`src/rtl/seq_scan_ctrl.sv`:
```
// ============================================================================
// seq_scan_ctrl : serializes a word MSB-first and counts overlapping pattern hits
// Rev 1.0
// ============================================================================
`default_nettype none

module seq_scan_ctrl #(
  parameter int WIDTH   = 16,
  parameter int PAT_LEN = 2,
  parameter int CNT_W   = $clog2(WIDTH + 1)
) (
  input  logic               i_clock,
  input  logic               i_reset_n,
  input  logic               i_word_valid,
  input  logic [WIDTH-1:0]   i_word,
  input  logic [PAT_LEN-1:0] i_pattern,
  output logic               o_word_ready,
  output logic               o_bit,
  output logic               o_bit_valid,
  output logic               o_match,
  output logic [CNT_W-1:0]   o_count,
  output logic               o_count_valid,
  input  logic               i_count_ready
);

  typedef enum logic [1:0] {
    S_IDLE   = 2'd0,
    S_SHIFT  = 2'd1,
    S_REPORT = 2'd2
  } state_t;

  localparam logic [CNT_W-1:0] c_last_idx  = CNT_W'(WIDTH);
  localparam logic [CNT_W-1:0] c_first_hit = CNT_W'(PAT_LEN - 1);

  state_t             state_q;
  logic [WIDTH-1:0]   word_q;
  logic [PAT_LEN-1:0] pat_q;
  logic [PAT_LEN-1:0] hist_q;
  logic [CNT_W-1:0]   idx_q;
  logic [CNT_W-1:0]   cnt_q;

  logic [PAT_LEN-1:0] hist_d;
  logic               match_d;

  // The word register shifts left, so its MSB is always the next bit to emit.
  generate
    if (PAT_LEN == 1) begin : g_hist_single
      assign hist_d = word_q[WIDTH-1];
    end else begin : g_hist_multi
      assign hist_d = {hist_q[PAT_LEN-2:0], word_q[WIDTH-1]};
    end
  endgenerate

  assign match_d      = (idx_q >= c_first_hit) && (hist_d == pat_q);
  assign o_word_ready = (state_q == S_IDLE);

  always_ff @(posedge i_clock) begin
    if (!i_reset_n) begin
      state_q       <= S_IDLE;
      word_q        <= '0;
      pat_q         <= '0;
      hist_q        <= '0;
      idx_q         <= '0;
      cnt_q         <= '0;
      o_bit         <= 1'b0;
      o_bit_valid   <= 1'b0;
      o_match       <= 1'b0;
      o_count       <= '0;
      o_count_valid <= 1'b0;
    end else begin
      case (state_q)
        S_IDLE: begin
          o_bit         <= 1'b0;
          o_bit_valid   <= 1'b0;
          o_match       <= 1'b0;
          o_count_valid <= 1'b0;
          if (i_word_valid) begin
            word_q  <= i_word;
            pat_q   <= i_pattern;
            hist_q  <= '0;
            idx_q   <= '0;
            cnt_q   <= '0;
            o_count <= '0;
            state_q <= S_SHIFT;
          end
        end

        S_SHIFT: begin
          if (idx_q == c_last_idx) begin
            o_bit         <= 1'b0;
            o_bit_valid   <= 1'b0;
            o_match       <= 1'b0;
            o_count       <= cnt_q;
            o_count_valid <= 1'b1;
            state_q       <= S_REPORT;
          end else begin
            o_bit       <= word_q[WIDTH-1];
            o_bit_valid <= 1'b1;
            o_match     <= match_d;
            hist_q      <= hist_d;
            word_q      <= word_q << 1;
            cnt_q       <= cnt_q + CNT_W'(match_d);
            idx_q       <= idx_q + CNT_W'(1);
          end
        end

        S_REPORT: begin
          // o_count stays put here and afterwards until the next word is taken.
          if (i_count_ready) begin
            o_count_valid <= 1'b0;
            state_q       <= S_IDLE;
          end
        end

        default: state_q <= S_IDLE;
      endcase
    end
  end

endmodule

`default_nettype wire

```
`config.mk`:
```
export PLATFORM = sky130hd
export DESIGN_NAME = seq_scan_ctrl
export DESIGN_NICKNAME = d
export VERILOG_FILES = /design/src/rtl/seq_scan_ctrl.sv
export SDC_FILE = /design/constraint.sdc
export NUM_CORES = 1
export LEC_CHECK = 0
export CAP_MARGIN = 20
export CORE_MARGIN = 3
export CORE_UTILIZATION = 52
export DETAILED_ROUTE_END_ITERATION = 8
export HOLD_SLACK_MARGIN = 0.1
export PLACE_DENSITY = 0.78
export SLEW_MARGIN = 20
export SYNTH_ARGS = -nofsm -noshare
export SYNTH_HDL_FRONTEND = slang
export SYNTH_SLANG_ARGS = --single-unit
```
`constraint.sdc`:
```
create_clock -name i_clock -period 2.5 [get_ports i_clock]
set_clock_uncertainty 0.15 [all_clocks]
set_input_delay 0.5 -clock i_clock [delete_from_list [all_inputs] [get_ports i_clock]]
set_output_delay 0.5 -clock i_clock [all_outputs]
set_load 0.02 [all_outputs]
```
Word level (Yosys, flattened, before mapping)
Index checks and enable logic that the tools add are counted.
{ "totals": {"ff_bits": 40, "in_bits": 22, "out_inout_bits": 10, "elab_cells": 57} }
{ "op_classes": {"n_addsub": 2, "magnitude_cmp": 1, "n_eq_ne": 8, "mux": 26, "reduce_logical": 9} }
{ "op_table": {"columns": ["op", "count"], "rows": [
  ["two-way mux 16 bit", 2],
  ["case mux 16 bit (2 select lines)", 1],
  ["case mux 5 bit (2 select lines)", 3],
  ["two-way mux 5 bit", 4],
  ["AND reduction 3 bit", 4],
  ["!= test 2 bit (second input constant)", 4],
  ["case mux 1 bit (2 select lines)", 4],
  ["two-way mux 1 bit", 7],
  ["two-way mux 2 bit", 3],
  ["case mux 2 bit (3 select lines)", 1],
  ["adder 5 x 1 -> 5 bit", 1],
  ["adder 5 x 1 -> 5 bit (second input constant)", 1],
  ["== test 5 bit (second input constant)", 1],
  ["greater-or-equal comparator 5 x 1 -> 1 bit (second input constant)", 1],
  ["case mux 1 bit (3 select lines)", 1],
  ["nonzero test 3 bit", 1],
  ["== test 2 x 1 -> 1 bit (second input constant)", 1],
  ["== test 2 bit", 1],
  ["== test 2 bit (second input constant)", 1],
  ["zero test 2 bit", 1],
  ["AND reduction 2 bit", 1],
  ["nonzero test 2 bit", 1],
  ["logical AND 1 bit", 1]
]} }

Depth between registers and ports, before layout
{ "logic_depth": {"ltp_word": 5, "depth_mapped": 9} }

Worst setup path after synthesis
Ideal clock, no wire load.
{ "synth_path": {"path_type": "flip-flop to flip-flop", "start": "reg idx_q[0]", "end": "reg cnt_q[4]", "setup_time_ns": 0.071, "arrival_time_ns": 1.900, "required_time_ns": 2.279, "slack_ns": 0.380, "path_stages_with_launch": 9, "n_path_buf": 0, "synth_period_minus_slack_ns": 2.120, "path_cell_list": "dfxtp_1 -> ha_1 -> nor4_1 -> a211oi_1 -> ha_1 -> ha_1 -> nand3b_1 -> or4_1 -> a21oi_1"} }
{ "synth_between": {"elab_chain_cells": 5} }
{ "synth_lines": {"columns": ["item", "line_no", "rtl"], "rows": [
  ["start, declared", "39", "logic [CNT_W-1:0] idx_q;"],
  ["start signal, assigned", "103", "idx_q <= idx_q + CNT_W'(1);"],
  ["greater-or-equal comparator 5 x 1 -> 1 bit", "54", "assign match_d = (idx_q >= c_first_hit) && (hist_d == pat_q);"],
  ["logical AND 1 bit", "54", null],
  ["adder 5 x 1 -> 5 bit", "102", "cnt_q <= cnt_q + CNT_W'(match_d);"],
  ["two-way mux 5 bit", "89", "if (idx_q == c_last_idx) begin"],
  ["case mux 5 bit (2 select lines)", "71", "case (state_q)"],
  ["end signal, assigned", "102", null],
  ["end, declared", "40", "logic [CNT_W-1:0] cnt_q;"]
]} }
Several ways; a longest one is shown, not always the timed one. The select of a mux whose other input is x is not followed.
A chain may end at the register's enable or synchronous reset.

Worst setup path after layout
Same ends and word-level chain as after synthesis.

==> report_table.html <==
<table>
<tr><th>Metric</th><th>Value</th></tr>
<tr><th colspan="2">Run status</th></tr>
<tr><td>Outcome</td><td>finished clean</td></tr>
<tr><th colspan="2">Clock tree</th></tr>
<tr><td>Post-CTS Setup Bufs</td><td>0</td></tr>
<tr><td># clock sinks</td><td>40</td></tr>
<tr><td>Maximum level of the CTS H-tree</td><td>2</td></tr>
<tr><td>Clock insertion delay at the later pin of the skew report</td><td>0.34 ns</td></tr>
<tr><td>Deepest clock path buffer count</td><td>2</td></tr>
<tr><td>Clock-pin slew reported for the worst setup and hold paths after clock tree synthesis</td><td>0.12 ns</td></tr>
<tr><td>CTS tree</td><td>built</td></tr>
<tr><td>CTS root buffer</td><td>sky130_fd_sc_hd__clkbuf_4</td></tr>
<tr><td>Hold buffer count at CTS</td><td>0</td></tr>
<tr><td>Inserted Clock Buffers</td><td>5</td></tr>
<tr><td>Post-cts gate resize count</td><td>0</td></tr>
<tr><th colspan="2">Placed design</th></tr>
<tr><td>Port-buffer cells</td><td>31</td></tr>
<tr><td>Post-DP HPWL</td><td>2760 um</td></tr>
<tr><td>Placer congestion estimate</td><td>0.764</td></tr>
<tr><td>Placed Area</td><td>2220 sq um</td></tr>
<tr><td>Cells after DPL</td><td>285</td></tr>
<tr><th colspan="2">Power and ir drop</th></tr>
<tr><td>Peak supply drop</td><td>0.000361 V</td></tr>
<tr><td>Power per Cell Area</td><td>581 nW/um^2</td></tr>
<tr><td>Static leakage</td><td>0.795 nW</td></tr>
<tr><th colspan="2">Layout</th></tr>
<tr><td>Commonest non-fill, non-tap cells in the layout</td><td>sky130_fd_sc_hd__nand2_1, sky130_fd_sc_hd__dfxtp_1, sky130_fd_sc_hd__clkdlybuf4s50_1</td></tr>
<tr><td>Layout cell share with drive strength beyond 1</td><td>7.69%</td></tr>
<tr><td>Finished Cell Area</td><td>2290 sq um</td></tr>
<tr><td>Area growth from synthesis to final layout</td><td>20.7%</td></tr>
<tr><td># diodes</td><td>0</td></tr>
<tr><td>Fillers</td><td>297</td></tr>
<tr><td>Most common library cell in the layout ignoring fill and taps</td><td>sky130_fd_sc_hd__nand2_1</td></tr>
<tr><td>Number of nets in the layout</td><td>273</td></tr>
<tr><td>Number of standard cells in the layout, taps in and fillers out</td><td>293</td></tr>
<tr><th colspan="2">Synth</th></tr>
<tr><td>Synth cell types</td><td>36</td></tr>
<tr><td>Post-synth net total</td><td>248</td></tr>
<tr><td>Ys async rst share</td><td>0%</td></tr>
<tr><td>Flip-flop and latch count after synthesis</td><td>40</td></tr>
<tr><td>Number of enable-type register cells in the synthesized netlist</td><td>0</td></tr>
<tr><td>Cell area after synthesis</td><td>1900 sq um</td></tr>
<tr><td>Syn Area/Cell</td><td>8.59 sq um</td></tr>
<tr><td>Predominant post-synthesis flop cell</td><td>sky130_fd_sc_hd__dfxtp_1</td></tr>
<tr><td>Share of the yosys chip area belonging to registers</td><td>42.2%</td></tr>
<tr><td>Yosys Warn Count</td><td>0</td></tr>
<tr><td>Cell count after synthesis</td><td>221</td></tr>
<tr><th colspan="2">STA</th></tr>
<tr><td>RSZ-0062 raised after global routing</td><td>false</td></tr>
<tr><td>Maximum frequency from static timing analysis</td><td>429 MHz</td></tr>
<tr><td>Final setup violation count</td><td>0</td></tr>
<tr><td>Least-Margin Pin Slew</td><td>0.867 ns</td></tr>
<tr><td>Endpoints failing hold</td><td>0</td></tr>
<tr><td>Final worst-path cycle share</td><td>93.2%</td></tr>
<tr><td>Setup_tns</td><td>0 ns</td></tr>
<tr><td>Count of final max-slew check failures</td><td>0</td></tr>
<tr><td>Worst slew margin</td><td>42.2%</td></tr>
<tr><td>Min Tclk post-route</td><td>2.33 ns</td></tr>
<tr><th colspan="2">Setup path</th></tr>
<tr><td>Worst r2r dst</td><td>cnt_q[4]</td></tr>
<tr><td>Required time worst endpoint</td><td>2.63 ns</td></tr>
<tr><td>Biggest fanout along the worst timing path</td><td>6</td></tr>
<tr><td>Startpoint types</td><td>register</td></tr>
<tr><td>Logic depth of the worst register-to-register path</td><td>8</td></tr>
<tr><td>Arrival time reported for the critical path endpoint</td><td>2.46 ns</td></tr>
<tr><td>Setup slack on the worst flop-to-flop path</td><td>0.17 ns</td></tr>
<tr><td>Setup Crit Path Kind</td><td>reg -&gt; reg</td></tr>
<tr><td>Start point of the critical path</td><td>idx_q[0]</td></tr>
<tr><td>Reg-to-reg critical path startpoint</td><td>idx_q[0]</td></tr>
<tr><td>Nature of the critical path endpoint</td><td>register</td></tr>
<tr><th colspan="2">GRT</th></tr>
<tr><td>Total congestion overflow after global routing</td><td>0</td></tr>
<tr><td>Initial antenna violation count</td><td>0</td></tr>
<tr><td>Via count of the first global-routing pass</td><td>1670</td></tr>
<tr><td>First-pass GRT wire length</td><td>7380 um</td></tr>
<tr><td>Global router's overall resource usage</td><td>21.2%</td></tr>
<tr><td>Largest net degree at the start of global routing</td><td>42</td></tr>
<tr><th colspan="2">Die</th></tr>
<tr><td>Starting Density</td><td>55.6%</td></tr>
<tr><td>Std-Cell Rows</td><td>21</td></tr>
<tr><td>Total core area</td><td>3420 sq um</td></tr>
<tr><td>Die area</td><td>4410 sq um</td></tr>
<tr><td>Y dimension of the die</td><td>66.4 um</td></tr>
<tr><td>X dimension of the die</td><td>66.4 um</td></tr>
<tr><td>I/O Pins</td><td>32</td></tr>
<tr><th colspan="2">Routing</th></tr>
<tr><td>1st-iter DRT viols</td><td>138</td></tr>
<tr><td>Antenna Violating Nets Remaining</td><td>0</td></tr>
<tr><td>Number of iterations in the first detailed-routing pass</td><td>4</td></tr>
<tr><td>Number of vias in the routed layout</td><td>1742</td></tr>
<tr><td>Vias per cell</td><td>5.95</td></tr>
<tr><td>Post-DR wirelength/cell</td><td>14.6 um</td></tr>
<tr><td>DRC violation count after routing</td><td>0</td></tr>
<tr><td>Final routed wirelength across all metal layers</td><td>4290 um</td></tr>
<tr><th colspan="2">Worst hold path</th></tr>
<tr><td>HP Class</td><td>reg -&gt; reg</td></tr>
<tr><td>Number of instances on the worst hold path</td><td>2</td></tr>
<tr><td>Capture endpoint of the worst hold path</td><td>pat_q[0]</td></tr>
<tr><td>Hold Path Origin</td><td>pat_q[0]</td></tr>
<tr><th colspan="2">Run</th></tr>
<tr><td>Number of violations of the max-capacitance limit</td><td>0</td></tr>
</table>
## power by group
part / switching [mW] / internal (mW)
Clock: 0.212 / 0.210
Sequential: 0.0277 / 0.675
Combinational: 0.111 / 0.0962
Total: 0.350 / 0.981
## how the worst max path moves through the flow
stage	end	slack (ns)	cells past startpoint
floorplan	cnt_q[4]	0.38	8
global placement	cnt_q[4]	0.24	8
detailed placement	cnt_q[4]	0.17	8
CTS	cnt_q[4]	0.14	8
global route	cnt_q[4]	0.007	8
finish	cnt_q[4]	0.17	8
## Yosys cell counts (all sizes together), types with 2 or more instances
| master | number | share of area (%) |
|---|---|---|
| a211oi | 16 | 6.3 |
| a21oi | 19 | 5.0 |
| a311oi | 15 | 6.9 |
| buf | 13 | 4.5 |
| clkbuf | 8 | 1.6 |
| dfxtp | 40 | 42 |
| ha | 5 | 3.3 |
| inv | 4 | 0.79 |
| mux2i | 2 | 1.1 |
| nand2 | 48 | 9.5 |
| nand2b | 2 | 1.1 |
| nand3 | 9 | 2.4 |
| nand3b | 2 | 0.79 |
| nor2 | 3 | 0.59 |
| o211ai | 7 | 2.8 |
| o21ai | 6 | 1.8 |
| o22ai | 2 | 0.66 |
| o31ai | 2 | 0.79 |
| or3 | 3 | 0.99 |
| or4 | 3 | 1.2 |
| xor2 | 2 | 0.92 |
## sequential cells by signal (all words and copies together) (netlist names)
name           count
cnt_q              5
hist_q             1
idx_q              5
o_bit              1
o_bit_valid        1
o_count            5
o_count_valid      1
o_match            1
pat_q              2
state_q            2
word_q            16
## worst max-delay path, stage by stage, from the launching register on
cell	delay, ns
sky130_fd_sc_hd__dfxtp_1	0.46
sky130_fd_sc_hd__ha_1	0.18
sky130_fd_sc_hd__nor4_1	0.05
sky130_fd_sc_hd__a211oi_1	0.31
sky130_fd_sc_hd__ha_1	0.24
sky130_fd_sc_hd__ha_1	0.15
sky130_fd_sc_hd__nand3b_1	0.12
sky130_fd_sc_hd__or4_1	0.49
sky130_fd_sc_hd__a21oi_1	0.14
## routing by layer
metal	routed length, um	vias up	track usage [%]
li1	-	862	-
met1	1960	829	27.6
met2	2060	45	34.1
met3	232	6	4.76
met4	42	0	7.87
met5	0	-	0
## kinds of logic after synthesis
| group | Yosys count | synth area share (%) |
|---|---|---|
| simple gates | 78 | 20.4 |
| compound gates | 69 | 25.2 |
| flops | 40 | 42.2 |
| buf+inv | 25 | 6.98 |
| fa+ha+maj | 5 | 3.29 |
| xor+xnor | 2 | 0.922 |
| mux | 2 | 1.05 |
## area by class of cell
type | instances | area [sq um] | share of cell area (%)
Clock buffer | 6 | 41.3 | 1.80
Tap cell | 46 | 57.6 | 2.51
Sequential cell | 40 | 801 | 34.9
Timing Repair Buffer | 39 | 370 | 16.2
Multi-Input combinational cell | 156 | 972 | 42.4
Clock inverter | 2 | 35.0 | 1.53
Inverter | 4 | 15.0 | 0.655
## stage by stage
stage                     hold slack [ns]  utilization (%)  setup slack, ns  total power, mW
after detailed placement            0.314             64.9            0.171            0.922
after global placement              0.306             64.9            0.242            0.918
final                               0.338             67.1            0.169             1.33
after floorplan                     0.298                -            0.380            0.854
after CTS                           0.332             67.1            0.141             1.34
after global routing                0.360             67.1          0.00716             1.39
No activity file was read; power rests on OpenSTA's default activity.
